`src/rtl/toy_pkg.sv`:
```
// Shared constants, formatter state type and nibble encoder for stdout_uart.
// STDOUT_UART_CRLF_EN selects a CR+LF terminator instead of LF alone.
package toy_pkg;

    localparam logic [7:0] ASCII_CR         = 8'h0D;
    localparam logic [7:0] ASCII_LF         = 8'h0A;
    localparam logic [7:0] ASCII_DIGIT_BASE = 8'h30;
    localparam logic [7:0] ASCII_ALPHA_BASE = 8'h41;

`ifdef STDOUT_UART_CRLF_EN
    localparam int TERM_LEN = 2;
`else
    localparam int TERM_LEN = 1;
`endif

    typedef enum logic [1:0] {
        ST_IDLE = 2'd0,
        ST_LOAD = 2'd1,
        ST_HEX  = 2'd2,
        ST_TERM = 2'd3
    } fmt_state_e;

    function automatic logic [7:0] nib_to_ascii(input logic [3:0] nib);
        if (nib < 4'd10) begin
            return ASCII_DIGIT_BASE + {4'd0, nib};
        end
        return ASCII_ALPHA_BASE + {4'd0, nib - 4'd10};
    endfunction

endpackage

```
`src/rtl/stdout_uart_if.sv`:
```
// Valid/ready/data handshake bundle, used for the upstream word port and
// the formatter-to-serialiser character path.
interface stdout_uart_if #(
    parameter int W = 8
);
    logic         val;
    logic         rdy;
    logic [W-1:0] data;

    modport master (output val, output data, input rdy);
    modport slave  (input val, input data, output rdy);
endinterface

```
`src/rtl/stdout_uart_tx_core.sv`:
```
// 8N1 serialiser: baud down-counter, bit index and shift register.
// char_rdy rises in the last stop-bit cycle so characters go back to back.
module uart_tx_core #(
    parameter int DIV = 868
) (
    input  logic       clk_i,
    input  logic       rst_i,
    input  logic       char_val,
    output logic       char_rdy,
    input  logic [7:0] char_data,
    output logic       tx_o
);
    localparam int            CW      = $clog2(DIV);
    localparam logic [CW-1:0] CNT_MAX = CW'(DIV - 1);

    logic [CW-1:0] cnt_q, cnt_d;
    logic [3:0]    left_q, left_d;
    logic [8:0]    sh_q, sh_d;
    logic          busy_q, busy_d;
    logic          tx_q, tx_d;
    logic          last_cyc;

    assign last_cyc = busy_q && (cnt_q == '0) && (left_q == 4'd0);
    assign char_rdy = !busy_q || last_cyc;
    assign tx_o     = tx_q;

    always_comb begin
        cnt_d  = cnt_q;
        left_d = left_q;
        sh_d   = sh_q;
        busy_d = busy_q;
        tx_d   = tx_q;
        if (busy_q) begin
            if (cnt_q != '0) begin
                cnt_d = cnt_q - 1'b1;
            end else if (left_q == 4'd0) begin
                busy_d = 1'b0;
            end else begin
                tx_d   = sh_q[0];
                sh_d   = {1'b1, sh_q[8:1]};
                left_d = left_q - 4'd1;
                cnt_d  = CNT_MAX;
            end
        end
        // Shift register holds data then stop bit; the start bit goes straight to the line.
        if (char_val && char_rdy) begin
            busy_d = 1'b1;
            tx_d   = 1'b0;
            sh_d   = {1'b1, char_data};
            left_d = 4'd9;
            cnt_d  = CNT_MAX;
        end
    end

    always_ff @(posedge clk_i) begin
        if (rst_i) begin
            cnt_q  <= '0;
            left_q <= 4'd0;
            sh_q   <= '1;
            busy_q <= 1'b0;
            tx_q   <= 1'b1;
        end else begin
            cnt_q  <= cnt_d;
            left_q <= left_d;
            sh_q   <= sh_d;
            busy_q <= busy_d;
            tx_q   <= tx_d;
        end
    end
endmodule

```
`src/rtl/stdout_uart.sv`:
```
// 16-bit word FIFO feeding a hex formatter and 8N1 UART; batches until half
// full unless flushing. Terminator set by STDOUT_UART_CRLF_EN (see toy_pkg).
//
// state   | meaning
// IDLE    | waiting for FIFO data and flush or half-full
// LOAD    | pop head word into the formatter
// HEX     | send four hex digits, MSB nibble first
// TERM    | send terminator, then back to IDLE
module stdout_uart
    import toy_pkg::*;
#(
    parameter int DIV   = 868,
    parameter int DEPTH = 8
) (
    input  logic        clk_i,
    input  logic        rst_i,
    input  logic        stdout_val_i,
    input  logic [15:0] stdout_data_i,
    output logic        stdout_rdy_o,
    input  logic        stdout_flush_i,
    output logic        uart_tx_o,
    output logic        busy_o
);
    localparam int          AW   = $clog2(DEPTH);
    localparam logic [AW:0] HALF = (AW + 1)'(DEPTH / 2);

    logic [15:0] mem_q [DEPTH];
    logic [AW:0] wr_q, wr_d, rd_q, rd_d, count;
    logic        full, empty, push, pop;
    fmt_state_e  state_q, state_d;
    logic [15:0] word_q, word_d;
    logic [1:0]  nib_q, nib_d;
    logic [0:0]  term_q, term_d;
    logic        term_last;

    stdout_uart_if #(.W(8)) ch_if ();

    assign count        = wr_q - rd_q;
    assign empty        = (wr_q == rd_q);
    assign full         = (wr_q[AW] != rd_q[AW]) && (wr_q[AW-1:0] == rd_q[AW-1:0]);
    assign stdout_rdy_o = !full;
    assign push         = stdout_val_i && !full;
    assign pop          = (state_q == ST_LOAD);
    assign busy_o       = !empty || (state_q != ST_IDLE);
    assign wr_d         = wr_q + {{AW{1'b0}}, push};
    assign rd_d         = rd_q + {{AW{1'b0}}, pop};
    assign term_last    = (term_q == 1'(TERM_LEN - 1));

    always_comb begin
        state_d    = state_q;
        word_d     = word_q;
        nib_d      = nib_q;
        term_d     = term_q;
        ch_if.val  = 1'b0;
        ch_if.data = ASCII_LF;
        case (state_q)
            ST_IDLE: begin
                if (!empty && (stdout_flush_i || count >= HALF)) state_d = ST_LOAD;
            end
            ST_LOAD: begin
                word_d  = mem_q[rd_q[AW-1:0]];
                nib_d   = 2'd0;
                term_d  = 1'b0;
                state_d = ST_HEX;
            end
            ST_HEX: begin
                ch_if.val  = 1'b1;
                ch_if.data = nib_to_ascii(word_q[15:12]);
                if (ch_if.rdy) begin
                    word_d = {word_q[11:0], 4'h0};
                    nib_d  = nib_q + 2'd1;
                    if (nib_q == 2'd3) state_d = ST_TERM;
                end
            end
            ST_TERM: begin
                ch_if.val  = 1'b1;
                ch_if.data = term_last ? ASCII_LF : ASCII_CR;
                if (ch_if.rdy) begin
                    if (term_last) state_d = ST_IDLE;
                    else           term_d  = term_q + 1'b1;
                end
            end
            default: state_d = ST_IDLE;
        endcase
    end

    always_ff @(posedge clk_i) begin
        if (push) mem_q[wr_q[AW-1:0]] <= stdout_data_i;
    end

    always_ff @(posedge clk_i) begin
        if (rst_i) begin
            wr_q    <= '0;
            rd_q    <= '0;
            state_q <= ST_IDLE;
            word_q  <= '0;
            nib_q   <= 2'd0;
            term_q  <= 1'b0;
        end else begin
            wr_q    <= wr_d;
            rd_q    <= rd_d;
            state_q <= state_d;
            word_q  <= word_d;
            nib_q   <= nib_d;
            term_q  <= term_d;
        end
    end

    uart_tx_core #(.DIV(DIV)) u_tx (
        .clk_i     (clk_i),
        .rst_i     (rst_i),
        .char_val  (ch_if.val),
        .char_rdy  (ch_if.rdy),
        .char_data (ch_if.data),
        .tx_o      (uart_tx_o)
    );
endmodule

```
`config.mk`:
```
export PLATFORM = sky130hd
export DESIGN_NAME = stdout_uart
export DESIGN_NICKNAME = d
export VERILOG_FILES = /design/src/rtl/toy_pkg.sv /design/src/rtl/stdout_uart_if.sv /design/src/rtl/stdout_uart_tx_core.sv /design/src/rtl/stdout_uart.sv
export SDC_FILE = /design/constraint.sdc
export NUM_CORES = 1
export LEC_CHECK = 0
export CAP_MARGIN = 20
export CORE_UTILIZATION = 41
export DETAILED_ROUTE_END_ITERATION = 16
export SYNTH_ARGS = -nofsm -noshare
export SYNTH_HDL_FRONTEND = slang
export SYNTH_SLANG_ARGS = --single-unit
```
`constraint.sdc`:
```
create_clock -name clk_i -period 4 [get_ports clk_i]
set_input_delay 1.2 -clock clk_i [delete_from_list [all_inputs] [get_ports clk_i]]
set_output_delay 1.2 -clock clk_i [all_outputs]
set_load 0.005 [all_outputs]
```
Word-level counts from Yosys, hierarchy flattened
Memory sizes are Yosys's and may differ from the RTL's. A register that Yosys moved wholly into a read port is not among the register bits.
Index checks and enable logic that the tools add are counted.
{"block": "word_totals", "wordCells": 116, "reg_bits": 53, "inputBits": 20, "mem_bits_rw": 128, "n_memories": 1, "output_inout_bits": 3}
{"name": "mem_q", "words": 8, "width": 16, "rd": 1, "rd_ports_with_merged_regs": 1, "write_ports": 1, "line_no": "stdout_uart.sv:27", "text": "logic [15:0] mem_q [DEPTH];"}
{"block": "classes", "addsub": 10, "n_lt_le_gt_ge": 2, "mux": 43, "bitwise": 2, "n_eq_ne": 16, "n_reduce_logical": 29}
{"cell": "$mux 8", "count": 6}
{"cell": "$mux 10", "count": 4}
{"cell": "$pmux 16 s2", "count": 1}
{"cell": "$mux 16", "count": 1}
{"cell": "$mux 4", "count": 4}
{"cell": "$pmux 8 s2", "count": 1}
{"cell": "$mux 1", "count": 15}
{"cell": "$mux 2", "count": 6}
{"cell": "$ne 2x2->1 const B", "count": 6}
{"cell": "$logic_not 10->1", "count": 1}
{"cell": "$reduce_bool 10->1", "count": 1}
{"cell": "$sub 10x1->10 const B", "count": 1}
{"cell": "$add 4x1->4", "count": 2}
{"cell": "$add 7x4->8 const A", "count": 1}
{"cell": "$pmux 2 s4", "count": 1}
{"cell": "$reduce_and 2->1", "count": 4}
{"cell": "$reduce_bool 2->1", "count": 4}
{"cell": "$add 6x4->7 const A", "count": 1}
{"cell": "$eq 2x2->1 const B", "count": 3}
{"cell": "$logic_and 1x1->1", "count": 6}
{"cell": "$mux 3", "count": 2}
{"cell": "$reduce_and 3->1", "count": 2}
{"cell": "$reduce_and 5->1", "count": 1}
{"cell": "$eq 4x4->1", "count": 1}
{"cell": "20 further kinds", "count": 27}

Depth between registers and ports, before layout
{"block": "depth", "word_depth": 7, "depth_mapped": 10, "ltp_nobuf": 9}

By module
A second synthesis with hierarchy kept.
{"block": "hier_totals", "hier_cells": 532, "hier_area_um2": 7607.3}
{"module": "stdout_uart", "area_per_inst_um2": 6404.9, "instances": 1, "cells_per_inst": 398, "seq_area_each_um2": 4404.2}
{"module": "uart_tx_core", "area_per_inst_um2": 1202.4, "instances": 1, "cells_per_inst": 134, "seq_area_each_um2": 480.5}

Worst setup path after synthesis
No wires, ideal clock.
{"block": "synth_timing", "path_kind": "reg-to-reg", "from": "reg rd_q[2]", "to": "mem mem_q[1][0] (enable)", "period_less_slack_ns": 3.146, "slack_ns": 0.854, "path_stages_with_launch": 9, "t_required_ns": 3.591, "n_path_buf": 1, "arrival_ns": 2.737, "setup_time_ns": 0.409, "cell_sequence": "dfxtp_1 clkbuf_1 inv_1 ha_1 and3_1 nand2_1 and2_1 nand2_1 nor3_1"}
{"block": "synth_between", "elab_chain_cells": 6}
{"item": "from (decl)", "line_no": "stdout_uart.sv:28", "text": "logic [AW:0] wr_q, wr_d, rd_q, rd_d, count;"}
{"item": "from (signal assigned)", "line_no": "stdout_uart.sv:101", "text": "rd_q <= rd_d;"}
{"item": "$eq 3x3->1", "line_no": "stdout_uart.sv:40", "text": "assign full = (wr_q[AW] != rd_q[AW]) && (wr_q[AW-1:0] == rd_q[AW-1:0]);"}
{"item": "$logic_and 1x1->1", "line_no": "stdout_uart.sv:40"}
{"item": "$logic_not 1->1"}
{"item": "net stdout_rdy_o", "line_no": "stdout_uart.sv:19", "text": "output logic stdout_rdy_o,"}
{"item": "$logic_and 1x1->1", "line_no": "stdout_uart.sv:42", "text": "assign push = stdout_val_i && !full;"}
{"item": "$mux 1", "line_no": "stdout_uart.sv:88", "text": "if (push) mem_q[wr_q[AW-1:0]] <= stdout_data_i;"}
{"item": "$mux 1 (not written as such)", "line_no": "stdout_uart.sv:88"}
{"item": "to (decl)", "line_no": "stdout_uart.sv:27"}
The timed path passes the listed nets, and every way through them passes these cells.

Worst setup path after layout
{"block": "layout_timing", "from": "reg wr_q[2]", "to": "out busy_o"}
{"block": "layout_between", "elab_chain_cells": 3}
{"item": "from (decl)", "line_no": "stdout_uart.sv:28"}
{"item": "from (signal assigned)", "line_no": "stdout_uart.sv:100", "text": "wr_q <= wr_d;"}
{"item": "$eq 4x4->1", "line_no": "stdout_uart.sv:39", "text": "assign empty = (wr_q == rd_q);"}
{"item": "$logic_not 1->1", "line_no": "stdout_uart.sv:44", "text": "assign busy_o = !empty || (state_q != ST_IDLE);"}
{"item": "$logic_or 1x1->1", "line_no": "stdout_uart.sv:44"}
{"item": "to (decl)", "line_no": "stdout_uart.sv:22", "text": "output logic busy_o"}
Every way passes these cells.

==> impl_results.md <==
- Top cell type by total area after synthesis: edfxtp_1
- Routed via count: 4651
- Crit path DAT: 2.18 ns
- Biggest area contributors in the synthesized netlist: edfxtp_1, dfxtp_1, mux4_2
- Worst-case vdd ir drop: 0.0003922 V
- Effective utilization at floorplan: 42.33%
- Largest net degree at the start of global routing: 48
- Via count of the first global-routing pass: 4704
- Final net count: 633
- Commonest cells after routing, fill and taps aside: edfxtp_1, dfxtp_1, nor2_1
- Startpoint of the lowest-slack hold path: u_tx.sh_q[3]$_SDFFE_PP1P_
- Master cell of the clock root buffer: clkbuf_16
- Top Ports: 23
- Post-synthesis area per instance: 13.69 sq um
- Placed cells: 804
- Worst setup path start: wr_q[2]$_SDFF_PP0_
- Mean number of vias per cell: 5.563
- Fraction of final layout cells sized beyond drive strength 1: 15.82%
- TritonCTS buffer count: 17
- H-tree levels: 4
- Endpoint required time on the critical path: 2.80 ns
- Post-Synthesis Cells: 563
- Most common library cell in the layout ignoring fill and taps: edfxtp_1
- Overflow left after global routing: 0
- Number of flops mapped to enable cells by yosys: 128
- Clock sink count: 180
- Tcrit/Tclk final: 84.43%
- Sum Neg Setup Slack: 0 ns
- DR DRC count: 0
- Full die area: 19350 sq um
- Slowest stage cell on the critical path: dfxtp_1
- Yosys reg bits: 180
- Final worst slack: 0.6226 ns
- Crit-path max FO: 8
- Count of final hold-check violations: 0
- Critical path capture point type: output port
- Warnings from Yosys: 0
- Net Sw Power: 1.877 mW
- Weighted congestion at the end of routability-driven global placement: 0.8861
- Post-DRT Antenna Nets: 0
- Clock transition time at the flip-flop clock pins of the worst setup and hold paths: 0.07 ns
- Power per standard cell area: 632.4 nW/um^2
- GRT Util Overall: 17.46%
- Layout overhead on the synthesized area: 14.36%
- Number of different library cells in the post-synthesis netlist: 54
- Min-delay worst type: flip-flop to flip-flop
- Most used flip-flop cell after synthesis: edfxtp_1
- Final cell count without fillers: 836
- Sort of element at the start of the critical path: flip-flop
- Mean routed wirelength per cell: 18.90 um
- Violation count after the first detailed-routing iteration: 207
- First-pass GRT wire length: 25.21 mm
- Setup repair after global routing missed its margin: false
- Area share of the largest cell type after synthesis: 49.86%
- Clock latency at the later pin of the worst-skew pair: 0.43 ns
- Final wirelength: 15.80 mm
- Sequential element share of the synthesized area: 63.37%
- Result of the run: complete, no violations
- Finish-stage setup viols: 0
- Die boundary height: 139.1 um
- Actual slew at the worst max-slew pin: 0.8362 ns
- Internal power of the cells: 3.699 mW
- Worst Path Class, Setup: flip-flop to output port
- Resized cells post-CTS: 0
- Switching share of power: 33.66%
- # diodes: 0
- Highest attainable clock frequency: 296.1 MHz
- Async S/R FF share, synth: 0%
- Summed instance area of the synthesized netlist: 7709 sq um
- Worst slack at placement: 0.9499 ns
- Initial antenna violation count: 0
- Cells traversed along the worst timing path: ha_1 > and3_1 > and3_1 > inv_1 > clkdlybuf4s50_1
- Fraction of power consumed by sequential logic: 41.1%
- Number of setup buffers added after CTS: 0
- Number of rows in the core area: 49
- Post-CTS Hold Fix Bufs: 0
- Share of total power in the clock network: 30.3%
- Power share of the combinational group: 28.6%
- Relative slew slack: 44.26%
- Nets in the synthesized netlist: 602
- Final critical delay including setup and external delays: 3.377 ns
- Die width: 139.1 um
- Leakage component of the power: 2.966 nW
- Buffers from clock root to sink, at most: 2
- Biggest cell delay along the critical path: 0.49 ns
- Clock skew after layout: 0.008075 ns
- R2R setup slack: 1.23 ns
- Drt first pass iters: 5
- DP Wirelength: 9.869 mm
- Number of buffers added on ports: 22
- Number of pins exceeding their max-slew limit in the final report: 0
- Start of the worst register-to-register path: u_tx.cnt_q[0]$_SDFFE_PP0P_
- Filler instances: 1595
- Most common cell type on the critical path: and3_1
- Max_cap viols: 0
- TritonCTS clock tree: built
- Total core area: 18210 sq um
worst max-delay path, delay by kind of cell, from the launching register on:
kind                     cells  cell delay, ns
AND/OR/NAND/NOR              2            0.39
buffers and inverters        2            0.55
flip-flops                   1            0.49
adder cells (fa/ha/maj)      1            0.32
layout make-up:
class                      count  area [sq um]  area share [%]
timing repair buffer          35         317.8           3.605
multi-input combinational    342          2651           30.07
tap                          229         286.5           3.250
clock inverter                15         181.4           2.058
inverter                      18         67.56          0.7664
sequential                   180          4886           55.42
clock buffer                  17         425.4           4.825
per-stage QoR:
stage / power, mW / util [%] / hold slack [ns] / area (sq um)
after CTS: 5.624 / 48.42 / 0.4851 / 8816
final: 5.575 / 48.42 / 0.4831 / 8816
after global routing: 5.879 / 48.42 / 0.5110 / 8816
after floorplan: 3.567 / - / 0.4368 / 7709
after global placement: 3.899 / 45.08 / 0.4562 / 8209
after detailed placement: 3.940 / 45.08 / 0.4686 / 8209
synth_stat cells, types with 2 or more instances:
master / n
edfxtp_1: 128
dfxtp_1: 52
nor2_1: 49
a21oi_1: 40
nand2_1: 40
mux4_2: 20
ha_1: 19
inv_1: 18
clkbuf_1: 15
mux2i_1: 14
nor3_1: 14
o21ai_0: 12
a221oi_2: 9
a22o_1: 9
a31oi_1: 9
nor2b_1: 9
xnor2_1: 9
mux2_2: 8
a221oi_1: 7
nand3_1: 7
a211oi_1: 5
buf_2: 5
nand2b_1: 5
nor4_1: 5
o21ai_1: 5
xor2_1: 5
a211o_1: 4
buf_6: 3
o32ai_1: 3
or3_1: 3
a2111oi_0: 2
a22oi_1: 2
a2bb2oi_1: 2
and3_1: 2
nand2_2: 2
o31ai_1: 2
or3b_1: 2
or4b_2: 2
final timing paths:
kind                                to  cells past startpoint
max reg2reg    word_q[10]$_SDFFE_PP0P_                      7
min reg2reg  u_tx.sh_q[3]$_SDFFE_PP1P_                      2
min          u_tx.sh_q[3]$_SDFFE_PP1P_                      2
max                             busy_o                      5
kinds of logic (layout without fill, tap and decap cells):
| kind of cell | count (synthesis) | in the layout | synth area share [%] |
|---|---|---|---|
| mux | 42 | 42 | 8.830 |
| fa+ha+maj | 19 | 19 | 3.084 |
| xor+xnor | 14 | 14 | 1.591 |
| flops | 180 | 180 | 63.37 |
| simple gates | 147 | 147 | 9.187 |
| buf+inv | 41 | 85 | 2.370 |
| compound gates | 120 | 120 | 11.57 |
sequential cells by signal (all words and copies together) (netlist names), 4 cells and up:
signal       flops
u_tx.cnt_q      10
u_tx.left_q      4
u_tx.sh_q        8
word_q          16
wr_q             4
rd_q             4
mem_q          128
metal layers:
layer / track usage (%) / vias up / wire length, um
li1: - / 2223 / -
met1: 21.02 / 2316 / 6871
met2: 29.80 / 89 / 7919
met3: 4.075 / 23 / 619
met4: 7.953 / 0 / 388
met5: 0 / - / 0
power by group through the flow:
stage / Sequential [mW] / Clock (mW) / Combinational, mW
after floorplan: 2.29 / 0 / 1.28
after global placement: 2.33 / 0 / 1.57
after detailed placement: 2.33 / 0 / 1.61
after CTS: 2.29 / 1.72 / 1.61
after global routing: 2.32 / 1.80 / 1.76
final: 2.29 / 1.69 / 1.59
Power figures use the tool's default switching activity.
